===== src/rtl/tm1638_display_ctrl.sv =====
`default_nettype none
// ============================================================================
// Module   : tm1638_display_ctrl
// Brief    : Autonomous front-end for the tm1638_led_key driver. It
//            initialises the LED&KEY shield, keeps the eight digits and
//            eight LEDs in sync with its inputs, and polls and debounces
//            the keys.
// Revision : 1.0 - initial release
// ============================================================================
module tm1638_display_ctrl #(
    parameter int         CLOCK_FREQ_MHz = 12,
    parameter int         POLL_MS        = 10,
    parameter logic [2:0] BRIGHTNESS     = 3'd7
) (
    input  logic         i_clk,
    input  logic         i_rst_n,
    input  logic [31:0]  i_value,
    input  logic [7:0]   i_dp,
    input  logic [7:0]   i_leds,
    input  logic         i_update,
    input  logic         i_lk_idle,
    input  logic [7:0]   i_lk_btn_state,
    output logic         o_cmd_en,
    output logic         o_batch_en,
    output logic         o_btn_en,
    output logic [7:0]   o_data,
    output logic [4:0]   o_batch_data_size,
    output logic [135:0] o_batch_data,
    output logic [27:0]  o_wait_counter,
    output logic [7:0]   o_btn_held,
    output logic [7:0]   o_btn_pressed,
    output logic         o_busy
);

    localparam int          c_poll_cycles = POLL_MS * 1000 * CLOCK_FREQ_MHz;
    localparam int          c_tmr_w       = (c_poll_cycles > 2) ? $clog2(c_poll_cycles) : 1;
    localparam logic [c_tmr_w-1:0] c_tmr_last = c_tmr_w'(c_poll_cycles - 1);
    localparam logic [7:0]  c_cmd_mode    = 8'h40;
    localparam logic [7:0]  c_cmd_on      = {5'b10001, BRIGHTNESS};

    typedef enum logic [3:0] {
        S_INIT_MODE = 4'd0,
        S_INIT_DATA = 4'd1,
        S_INIT_ON   = 4'd2,
        S_IDLE      = 4'd3,
        S_REF_MODE  = 4'd4,
        S_REF_DATA  = 4'd5,
        S_POLL      = 4'd6,
        S_SAMPLE    = 4'd7,
        S_SKIP      = 4'd8,
        S_WAIT      = 4'd9
    } state_t;

    state_t               r_state, w_state_next;
    state_t               r_ret, w_ret_next;
    logic                 r_run;
    logic                 r_init_phase;
    logic                 r_ref_pending;
    logic                 r_poll_pending;
    logic [c_tmr_w-1:0]   r_timer;
    logic [31:0]          r_snap_value;
    logic [7:0]           r_snap_dp;
    logic [7:0]           r_snap_leds;
    logic [135:0]         r_batch_data;
    logic [7:0]           r_last;
    logic [7:0]           r_held;
    logic [7:0]           r_held_d;
    logic [7:0]           r_pressed;

    logic                 w_go;
    logic                 w_cmd_en;
    logic                 w_batch_en;
    logic                 w_btn_en;
    logic [7:0]           w_cmd_byte;
    logic                 w_diff;
    logic                 w_refresh;
    logic                 w_tmr_tc;
    logic [135:0]         w_payload;

    // Hex nibble to segment pattern (dp bit excluded).
    function automatic logic [6:0] seg7(input logic [3:0] nib);
        case (nib)
            4'h0: seg7 = 7'h3F;  4'h1: seg7 = 7'h06;  4'h2: seg7 = 7'h5B;  4'h3: seg7 = 7'h4F;
            4'h4: seg7 = 7'h66;  4'h5: seg7 = 7'h6D;  4'h6: seg7 = 7'h7D;  4'h7: seg7 = 7'h07;
            4'h8: seg7 = 7'h7F;  4'h9: seg7 = 7'h6F;  4'hA: seg7 = 7'h77;  4'hB: seg7 = 7'h7C;
            4'hC: seg7 = 7'h39;  4'hD: seg7 = 7'h5E;  4'hE: seg7 = 7'h79;  default: seg7 = 7'h71;
        endcase
    endfunction

    // Batch payload built live from the inputs: address byte, then digit/LED pairs.
    assign w_payload[135:128] = 8'hC0;
    for (genvar gi = 0; gi < 8; gi++) begin : g_digit
        assign w_payload[127-16*gi -: 8] = {i_dp[7-gi], seg7(i_value[31-4*gi -: 4])};
        assign w_payload[119-16*gi -: 8] = {7'b0000000, i_leds[7-gi]};
    end

    // r_run blocks requests until the first clock after reset release.
    assign w_go      = r_run & i_lk_idle;
    assign w_diff    = (i_value != r_snap_value) | (i_dp != r_snap_dp) | (i_leds != r_snap_leds);
    assign w_refresh = r_ref_pending | w_diff;
    assign w_tmr_tc  = (r_timer == c_tmr_last);

    // Next-state and request decode; every issuing state returns through SKIP/WAIT.
    always_comb begin
        w_state_next = r_state;
        w_ret_next   = r_ret;
        w_cmd_en     = 1'b0;
        w_batch_en   = 1'b0;
        w_btn_en     = 1'b0;
        w_cmd_byte   = 8'h00;
        case (r_state)
            S_INIT_MODE: if (w_go) begin
                w_cmd_en = 1'b1; w_cmd_byte = c_cmd_mode;
                w_ret_next = S_INIT_DATA; w_state_next = S_SKIP;
            end
            S_INIT_DATA: if (w_go) begin
                w_batch_en = 1'b1; w_ret_next = S_INIT_ON; w_state_next = S_SKIP;
            end
            S_INIT_ON: if (w_go) begin
                w_cmd_en = 1'b1; w_cmd_byte = c_cmd_on;
                w_ret_next = S_IDLE; w_state_next = S_SKIP;
            end
            S_IDLE: begin
                if (w_refresh)           w_state_next = S_REF_MODE;
                else if (r_poll_pending) w_state_next = S_POLL;
            end
            S_REF_MODE: if (w_go) begin
                w_cmd_en = 1'b1; w_cmd_byte = c_cmd_mode;
                w_ret_next = S_REF_DATA; w_state_next = S_SKIP;
            end
            S_REF_DATA: if (w_go) begin
                w_batch_en = 1'b1; w_ret_next = S_IDLE; w_state_next = S_SKIP;
            end
            S_POLL: if (w_go) begin
                w_btn_en = 1'b1; w_ret_next = S_SAMPLE; w_state_next = S_SKIP;
            end
            S_SAMPLE: w_state_next = S_IDLE;
            S_SKIP:   w_state_next = S_WAIT;
            S_WAIT:   if (i_lk_idle) w_state_next = r_ret;
            default:  w_state_next = S_INIT_MODE;
        endcase
    end

    // FSM state and return-state registers.
    always_ff @(posedge i_clk or negedge i_rst_n) begin
        if (!i_rst_n) begin
            r_state <= S_INIT_MODE;
            r_ret   <= S_INIT_MODE;
            r_run   <= 1'b0;
        end else begin
            r_state <= w_state_next;
            r_ret   <= w_ret_next;
            r_run   <= 1'b1;
        end
    end

    // Refresh bookkeeping and snapshot of what the last batch carried.
    always_ff @(posedge i_clk or negedge i_rst_n) begin
        if (!i_rst_n) begin
            r_init_phase  <= 1'b1;
            r_ref_pending <= 1'b0;
            r_snap_value  <= '0;
            r_snap_dp     <= '0;
            r_snap_leds   <= '0;
            r_batch_data  <= '0;
        end else begin
            if (w_state_next == S_IDLE) r_init_phase <= 1'b0;
            if (w_batch_en) begin
                r_ref_pending <= 1'b0;
                r_snap_value  <= i_value;
                r_snap_dp     <= i_dp;
                r_snap_leds   <= i_leds;
                r_batch_data  <= w_payload;
            end else if (i_update && !r_init_phase) begin
                r_ref_pending <= 1'b1;
            end
        end
    end

    // Free-running poll timer; expiries collapse into one pending poll.
    always_ff @(posedge i_clk or negedge i_rst_n) begin
        if (!i_rst_n) begin
            r_timer        <= '0;
            r_poll_pending <= 1'b0;
        end else begin
            r_timer <= w_tmr_tc ? '0 : r_timer + 1'b1;
            if (w_tmr_tc)      r_poll_pending <= 1'b1;
            else if (w_btn_en) r_poll_pending <= 1'b0;
        end
    end

    // Two-sample debounce on completed reads, plus rising-edge press pulse.
    always_ff @(posedge i_clk or negedge i_rst_n) begin
        if (!i_rst_n) begin
            r_last    <= '0;
            r_held    <= '0;
            r_held_d  <= '0;
            r_pressed <= '0;
        end else begin
            if (r_state == S_SAMPLE) begin
                r_last <= i_lk_btn_state;
                r_held <= (i_lk_btn_state & r_last) | (r_held & (i_lk_btn_state | r_last));
            end
            r_held_d  <= r_held;
            r_pressed <= r_held & ~r_held_d;
        end
    end

    assign o_cmd_en          = w_cmd_en;
    assign o_batch_en        = w_batch_en;
    assign o_btn_en          = w_btn_en;
    assign o_data            = w_cmd_byte;
    assign o_batch_data_size = 5'd17;
    assign o_batch_data      = w_batch_en ? w_payload : r_batch_data;
    assign o_wait_counter    = 28'd1;
    assign o_btn_held        = r_held;
    assign o_btn_pressed     = r_pressed;
    assign o_busy            = (r_state != S_IDLE) | w_refresh | r_poll_pending;

endmodule
`default_nettype wire


===== config.mk =====
export PLATFORM = sky130hd
export DESIGN_NAME = tm1638_display_ctrl
export DESIGN_NICKNAME = d
export VERILOG_FILES = /design/src/rtl/tm1638_display_ctrl.sv
export SDC_FILE = /design/constraint.sdc
export NUM_CORES = 1
export LEC_CHECK = 0
export ABC_AREA = 1
export ABC_CLOCK_PERIOD_IN_PS = 1600
export BUFFER_PORTS_ARGS = -buffer_cell sky130_fd_sc_hd__buf_4
export CAP_MARGIN = 20
export CORE_ASPECT_RATIO = 1.1
export CORE_UTILIZATION = 50
export CTS_CLUSTER_DIAMETER = 150
export DETAILED_ROUTE_END_ITERATION = 12
export HOLD_SLACK_MARGIN = 0.15
export PLACE_DENSITY = 0.73
export SYNTH_ARGS = -nofsm -noshare
export SYNTH_HDL_FRONTEND = slang
export SYNTH_SLANG_ARGS = --single-unit

===== constraint.sdc =====
create_clock -name i_clk -period 1.6 [get_ports i_clk]
set_input_delay 0.16 -clock i_clk [delete_from_list [all_inputs] [get_ports i_clk]]
set_output_delay 0.16 -clock i_clk [all_outputs]
set_load 0.01 [all_outputs]

==> impl_results.md, run 1 <==
- Status: finished with violations
- Failing checks: negative setup slack
- Die X-Extent: 149 um
- # placed instances: slightly above 2000
- Total number of vias: roughly 11000
- RSZ-0062 raised after global routing: true
- Fin. max-slew vios: 0
- Total gr overflow: 0
- Port bufs: ~220
- Drt total wl: approximately 37000 um
- Synth unique cells: 37
- Yosys top cell area share: 51.3%
- CTS tree: done
- Compound-gate portion of the synthesized area: a little under a tenth
- Synth Area in XOR/XNOR: 0.960%
- Worst-Margin Slew: approximately 500 ps
- Antenna-violating nets left: 0
- Clock transition at path regs: 60 ps
- Die Area: between 20000 and 25000 um^2
- CTS sink cnt: 244
- DP Wirelength: around 22000 um
- Setup crit start kind: flop
- Largest net degree at the start of global routing: between 50 and 60
- Setup tns final: -78300 ps
- Mean Syn Cell Area: between 8 and 9 um^2
- Site row count: 58
- Sequential fraction of the synthesis area: roughly half
- First-pass GRT wire length: between 50000 and 60000 um
- Initial antenna violation count: 0
- Synth Area in Simple Gates: a little over a fifth
- #FFs+latches synth: 244
- Synth Area in Adders: under 10%
- Final setup fails: 175
- Peak supply drop: about 1.3 mV
- Core footprint: approximately 23000 um^2
- Crit end category: output port
- Finished Layout Cells: roughly 2200
- H-tree depth: 1
- GR Util All Layers: between 20% and 30%
- Synth area leaders: dfrtp_1 51%, nand2_1 12%, o21ai_0 6.5%, inv_1 6.1%, ha_1 6.0%
- Ant. Diodes: 0
- Period utilization: 142%
- Post-synthesis mux area share: 0%
- Share of layout cells above drive strength 1: 33.1%
- Yosys warns: 0
- Slew margin rel.: about two thirds
- Pwr per Cell Area: approximately 1500 nW/um^2
- Initial Util: ~51%
- Top-count cell post-synth: nand2_1
- DRC violations left: 0
- Num CTS Buffers: 27
- CTS Root Cell: clkbuf_16
- Initial DRC Count: roughly 680
- Most frequently used flop master after synthesis: dfrtp_1
- Max_cap viols: 0
- Area leader, netlist: dfrtp_1
- Final Hold Viols: 0
- Number of global-route vias before repair: roughly 11000
- WP data arrival: between 2000 and 2500 ps
- Largest family of logic cells by synthesized area: simple AND/OR/NAND/NOR gates
- Critical Path RT: approximately 1400 ps
- Total leakage power: 0.00909 uW
- Reg2Reg Depth: 14
- Area growth from synthesis to layout: 51.1%
- Fmax: 442 MHz
- Layout Nets: 1988
- Number of flops mapped to enable cells by yosys: 0
- Synth Instances: around 1400
- Crit Path Max Fanout: 11
- Die height: roughly 160 um
- Final WS setup: -664 ps
- Routability cong.: around 0.9
- Final worst path period need: about 2300 ps
- IO Pins: between 200 and 300
- Post-Synthesis Cell Area: between 10000 and 15000 um^2
- CTS Buffer Depth: 3
- Hold WC Path Type: in2reg
- Total power: roughly 26000 uW
- Clock Skews: between 15 and 20 ps
- Post-synth top cells: 383 x nand2_1, 243 x dfrtp_1, 193 x inv_1
- Async set-reset flop share out of synthesis: between 90% and 100%
- Later-pin clock latency in the skew report: roughly 530 ps
- Routed WL per cell: 16.7 um
- Worst Hold Path Cells: 4
- DRT Pass-1 Iters: 5
- Via density: 5.07
- Crit Path Class: reg2out
==> final timing paths <==
| path | start | end | slack [ps] |
|---|---|---|---|
| setup / recovery | r_state[0] | o_batch_data[5] | -660 |
| hold / removal | i_value[30] | r_batch_data[126] | 130 |
| setup reg to reg | r_snap_value[24] | r_init_phase | -270 |
| hold reg to reg | r_held_d[6] | o_btn_pressed[6] | 390 |
| max in group asynchronous | i_rst_n | r_batch_data[0] | 720 |
| min in group asynchronous | i_rst_n | r_batch_data[113] | 160 |
==> worst max-delay path: stages (launching register included) <==
cell     delay (ps)
dfrtp_1         390
inv_2            70
nor2_2           40
inv_2            70
nor2_4           50
buf_6           130
buf_12          140
buf_12          150
buf_16          150
nor2_1          210
buf_4           180
==> sequential cells by signal, summed over array words and instances (netlist names), 3 cells and up <==
| register | count |
|---|---|
| r_batch_data | 136 |
| r_snap_value | 32 |
| r_timer | 17 |
| o_btn_held | 8 |
| o_btn_pressed | 8 |
| r_held_d | 8 |
| r_last | 8 |
| r_snap_dp | 8 |
| r_snap_leds | 8 |
| r_state | 4 |
| r_ret | 3 |
==> layer usage <==
metal | routed length, um | track usage [%]
met5 | 0 | 0
met4 | 903 | 7.84
met3 | 2510 | 5.06
met2 | 19100 | 46.6
met1 | 14100 | 31.8
==> logic make-up (layout without fill, tap and decap cells) <==
group	Yosys count	in the layout
AO/OA/AOI/OAI	210	210
XOR/XNOR	13	13
adder cells (fa/ha/maj)	57	57
buffers and inverters	289	704
flip-flops	244	244
other	2	36
AND/OR/NAND/NOR	626	626
==> power breakdown <==
group | internal, uW | leakage, uW | switching [uW] | total [uW]
combinational | 5310 | 0.00560 | 5790 | 11100
clock | 3620 | 0.000417 | 2520 | 6130
sequential | 8160 | 0.00307 | 859 | 9020
==> area by class of cell <==
| class | count | area, um^2 |
|---|---|---|
| sequential | 244 | 6110 |
| multi-input combinational | 942 | 5420 |
| fill | 1477 | 5160 |
| timing repair buffer | 447 | 4360 |
| inverter | 209 | 787 |
| clock buffer | 40 | 764 |
| tap | 300 | 375 |
| clock inverter | 8 | 98.8 |
==> repair_timing <==
| item | in CTS | in global routing |
|---|---|---|
| hold buffers | 61 | 4 |
| endpoints found under the setup margin | 155 | 195 |
| endpoints found under the hold margin | 362 | 7 |
| gates cloned | 5 | 11 |
| gates resized for setup | 99 | 283 |
| buffers inserted | 11 | 34 |
| pin swaps | 13 | 58 |
==> layout by cell type (no fill, tap or decap), types with 16 or more instances in the layout <==
| cell | n |
|---|---|
| a21oi_1 | 16 |
| buf_12 | 16 |
| buf_4 | 266 |
| buf_6 | 76 |
| clkbuf_16 | 36 |
| conb_1 | 36 |
| dfrtp_1 | 243 |
| dlygate4sd3_1 | 64 |
| ha_1 | 57 |
| inv_1 | 187 |
| inv_2 | 21 |
| nand2_1 | 315 |
| nand2_2 | 58 |
| nand3_1 | 18 |
| nor2_1 | 134 |
| nor2_2 | 27 |
| nor2_4 | 34 |
| o21ai_0 | 110 |
| o21ai_1 | 26 |
| o21ai_2 | 17 |
==> stage by stage <==
stage                     util [%]  setup slack, ps  hold slack, ps  area, um^2
after detailed placement      62.3             -191             125       14400
after floorplan                  -             23.9            -136       12000
after global routing          77.6             -764             153       17900
final                         77.6             -664             131       17900
after CTS                     70.8             -614           -83.2       16300
after global placement        62.3             -171             125       14400
Note: power is estimated with default switching activity, not from simulation.
==> inputs of run 2 (changes only) <==
--- a/config.mk
+++ b/config.mk
@@ -15,6 +15,7 @@
 export DETAILED_ROUTE_END_ITERATION = 12
 export HOLD_SLACK_MARGIN = 0.15
 export PLACE_DENSITY = 0.73
+export SETUP_SLACK_MARGIN = 0.5
 export SYNTH_ARGS = -nofsm -noshare
 export SYNTH_HDL_FRONTEND = slang
 export SYNTH_SLANG_ARGS = --single-unit
==> run 2 against run 1 <==
  * Sequential power up 2%
  * Via count is 0.41% lower
  * Largest power group unchanged
  * Utilization rose by 5.5 points
  * Critical endpoint is now o_batch_data[46]
  * The flow finishes with violations (negative hold slack, negative setup slack)
  * Critical path depth fell by 1
  * Highest routed layer unchanged
  * Cell area is 7.1% higher
  * Global-route usage rose by 0.37 points
  * Routed wire length grew 1.8%
  * Worst setup slack better by 56 ps
==> impl_results.md, run 2 (same netlist as run 1, synthesis figures left out) <==
- Critical Path Slowest Stage Cell: dfrtp_1
- # placed instances: ~2000
- Cts hold-fix bufs: 43
- Total gr overflow: 0
- Ant. Diodes: 0
- Clock transition at path regs: roughly 60 ps
- Share of layout cells above drive strength 1: around two fifths
- DP Wirelength: approximately 21000 um
- Die X-Extent: ~150 um
- Number of global-route vias before repair: around 11000
- Routed WL per cell: ~17 um
- Critical Path RT: between 1000 and 1500 ps
- Total number of vias: 11100
- Initial Util: 51.4%
- Site row count: a little under 60
- H-tree depth: 1
- Failing checks: negative hold slack, negative setup slack
- Biggest cell delay along the critical path: between 300 and 400 ps
- Via density: 5.03
- Utilization after layout: between 80 and 90%
- Commonest non-fill, non-tap cells in the layout: 281 x nand2_1, 250 x buf_4, 243 x dfrtp_1
- DRC violations left: 0
- Initial DRC Count: between 400 and 500
- Die Area: ~24000 um^2
- Die height: about 160 um
- CTS sink cnt: approximately 240
- Period utilization: 138%
- Antenna-violating nets left: 0
- Final worst path period need: ~2200 ps
- Core footprint: approximately 23000 um^2
- Num CTS Buffers: 26
- RSZ-0062 raised after global routing: true
- Pwr per Cell Area: 1470 nW/um^2
- Crit end category: output port
- Crit Path Class: reg2out
- CP top delay family: buffers and inverters
- Routability cong.: 0.900
- Largest net degree at the start of global routing: 50
- Setup crit start kind: flop
- Area growth from synthesis to layout: 61.8%
- Final hold slack: -128 ps
- DRT Pass-1 Iters: 5
- WP data arrival: around 2000 ps
- CTS Buffer Depth: 3
- Layout Nets: about 2000
- Port bufs: about 220
- Fmax: about 450 MHz
- CTS tree: done
- Crit path cell chain: inv_2 > nor2_2 > inv_2 > nor2_4 > clkbuf_16 > buf_16 > o21ai_2 > o21ai_2 > buf_4
- Peak supply drop: around 1.2 mV
- Max_cap viols: 0
- IO Pins: approximately 260
- Hold WC Path Type: in2reg
- Final WS setup: -608 ps
- Later-pin clock latency in the skew report: ~540 ps
- Fin. max-slew vios: 0
- Worst path bufs/invs: 5
- Final Hold Viols: 29
- Largest Register: r_batch_data
- Initial antenna violation count: 0
- Finished Layout Cells: 2199
- GR Util All Layers: 26.5%
- Final setup fails: between 150 and 200
- Status: finished with violations
- Most common cell after layout, fill and taps aside: nand2_1
- Total leakage power: roughly 0.0095 uW
- Regs by FF count: r_batch_data: 136 flops, r_snap_value: 32 flops, r_timer: 17 flops
- CTS Root Cell: clkbuf_16
- First-pass GRT wire length: 51800 um
- Drt total wl: 37300 um
- Crit Path Max Fanout: 11
- Max reg flops: around 140
- Clock Skews: 16.1 ps
- Setup tns final: -77350 ps
-- run 2: changes by cell type in the layout (fill, tap and decap cells not counted), sizes merged --
| cell | change |
|---|---|
| inv | -1 |
| clkinv | +3 |
| buf | +33 |
| bufbuf | -1 |
| clkinvlp | +2 |
| bufinv | +1 |
| dlygate4sd3 | -27 |
| dlymetal6s4s | +5 |
| clkbuf | -6 |
-- run 2: what timing repair did --
item | 4_1_cts | 5_1_grt
cloned | 3 | 10
pin swaps | 27 | 29
buffers inserted | 24 | 35
endpoints found under the hold margin | 370 | 39
setup endpoints to repair | 388 | 388
gates resized for setup | 93 | 140
-- run 2: layer usage --
| metal | global-route usage [%] | up-vias | wire, um |
|---|---|---|---|
| met3 | 4.08 | 85 | 1930 |
| met4 | 8.81 | 0 | 1340 |
| met1 | 32.0 | 5372 | 14600 |
| met5 | 0 | - | 0 |
| li1 | - | 5265 | - |
| met2 | 47.9 | 339 | 19300 |
-- run 2: worst reg2reg max path, stage by stage (launching register included) --
cell	delay (ps)
dfrtp_1	360
inv_1	60
nand2_1	60
nand2_1	50
nor2_1	120
nand2_1	100
nor2_2	150
nand2_2	100
nor2_4	130
buf_4	130
nand3_1	90
nand2_2	100
nand2_1	50
nor2_1	80
nor2_1	40
-- run 2: per-stage QoR --
| step | area, um^2 | worst slack (ps) | power (uW) |
|---|---|---|---|
| 3_5_place_dp | 16200 | -105 | 19800 |
| 3_3_place_gp | 16200 | -85.5 | 19500 |
| 5_1_grt | 19200 | -719 | 29600 |
| 4_1_cts | 18200 | -582 | 26900 |
| 6_report | 19200 | -608 | 28200 |
| 2_1_floorplan | 13900 | 50.9 | 15700 |
-- run 2: power by group --
| part | internal [uW] | switching [uW] |
|---|---|---|
| Clock | 3660 | 2610 |
| Combinational | 6270 | 6470 |
| Sequential | 8160 | 1050 |
-- run 2: worst paths after layout --
kind	startpoint	to	slack, ps	cells past startpoint
hold / removal	i_leds[2]	r_batch_data[32]	-130	3
setup / recovery	r_state[0]	o_batch_data[46]	-610	9
min in group asynchronous	i_rst_n	r_batch_data[128]	150	2
max in group asynchronous	i_rst_n	r_snap_value[13]	850	3
hold reg to reg	r_held_d[2]	o_btn_pressed[2]	400	1
setup reg to reg	r_snap_value[27]	r_init_phase	-110	14
-- run 2: area by class of cell --
cell class / instances / area, um^2
clock inverter: 13 / 161
sequential: 244 / 6110
inverter: 209 / 795
fill: 1278 / 3890
multi-input combinational: 942 / 6370
timing repair buffer: 458 / 4660
tap: 300 / 375
clock buffer: 33 / 717
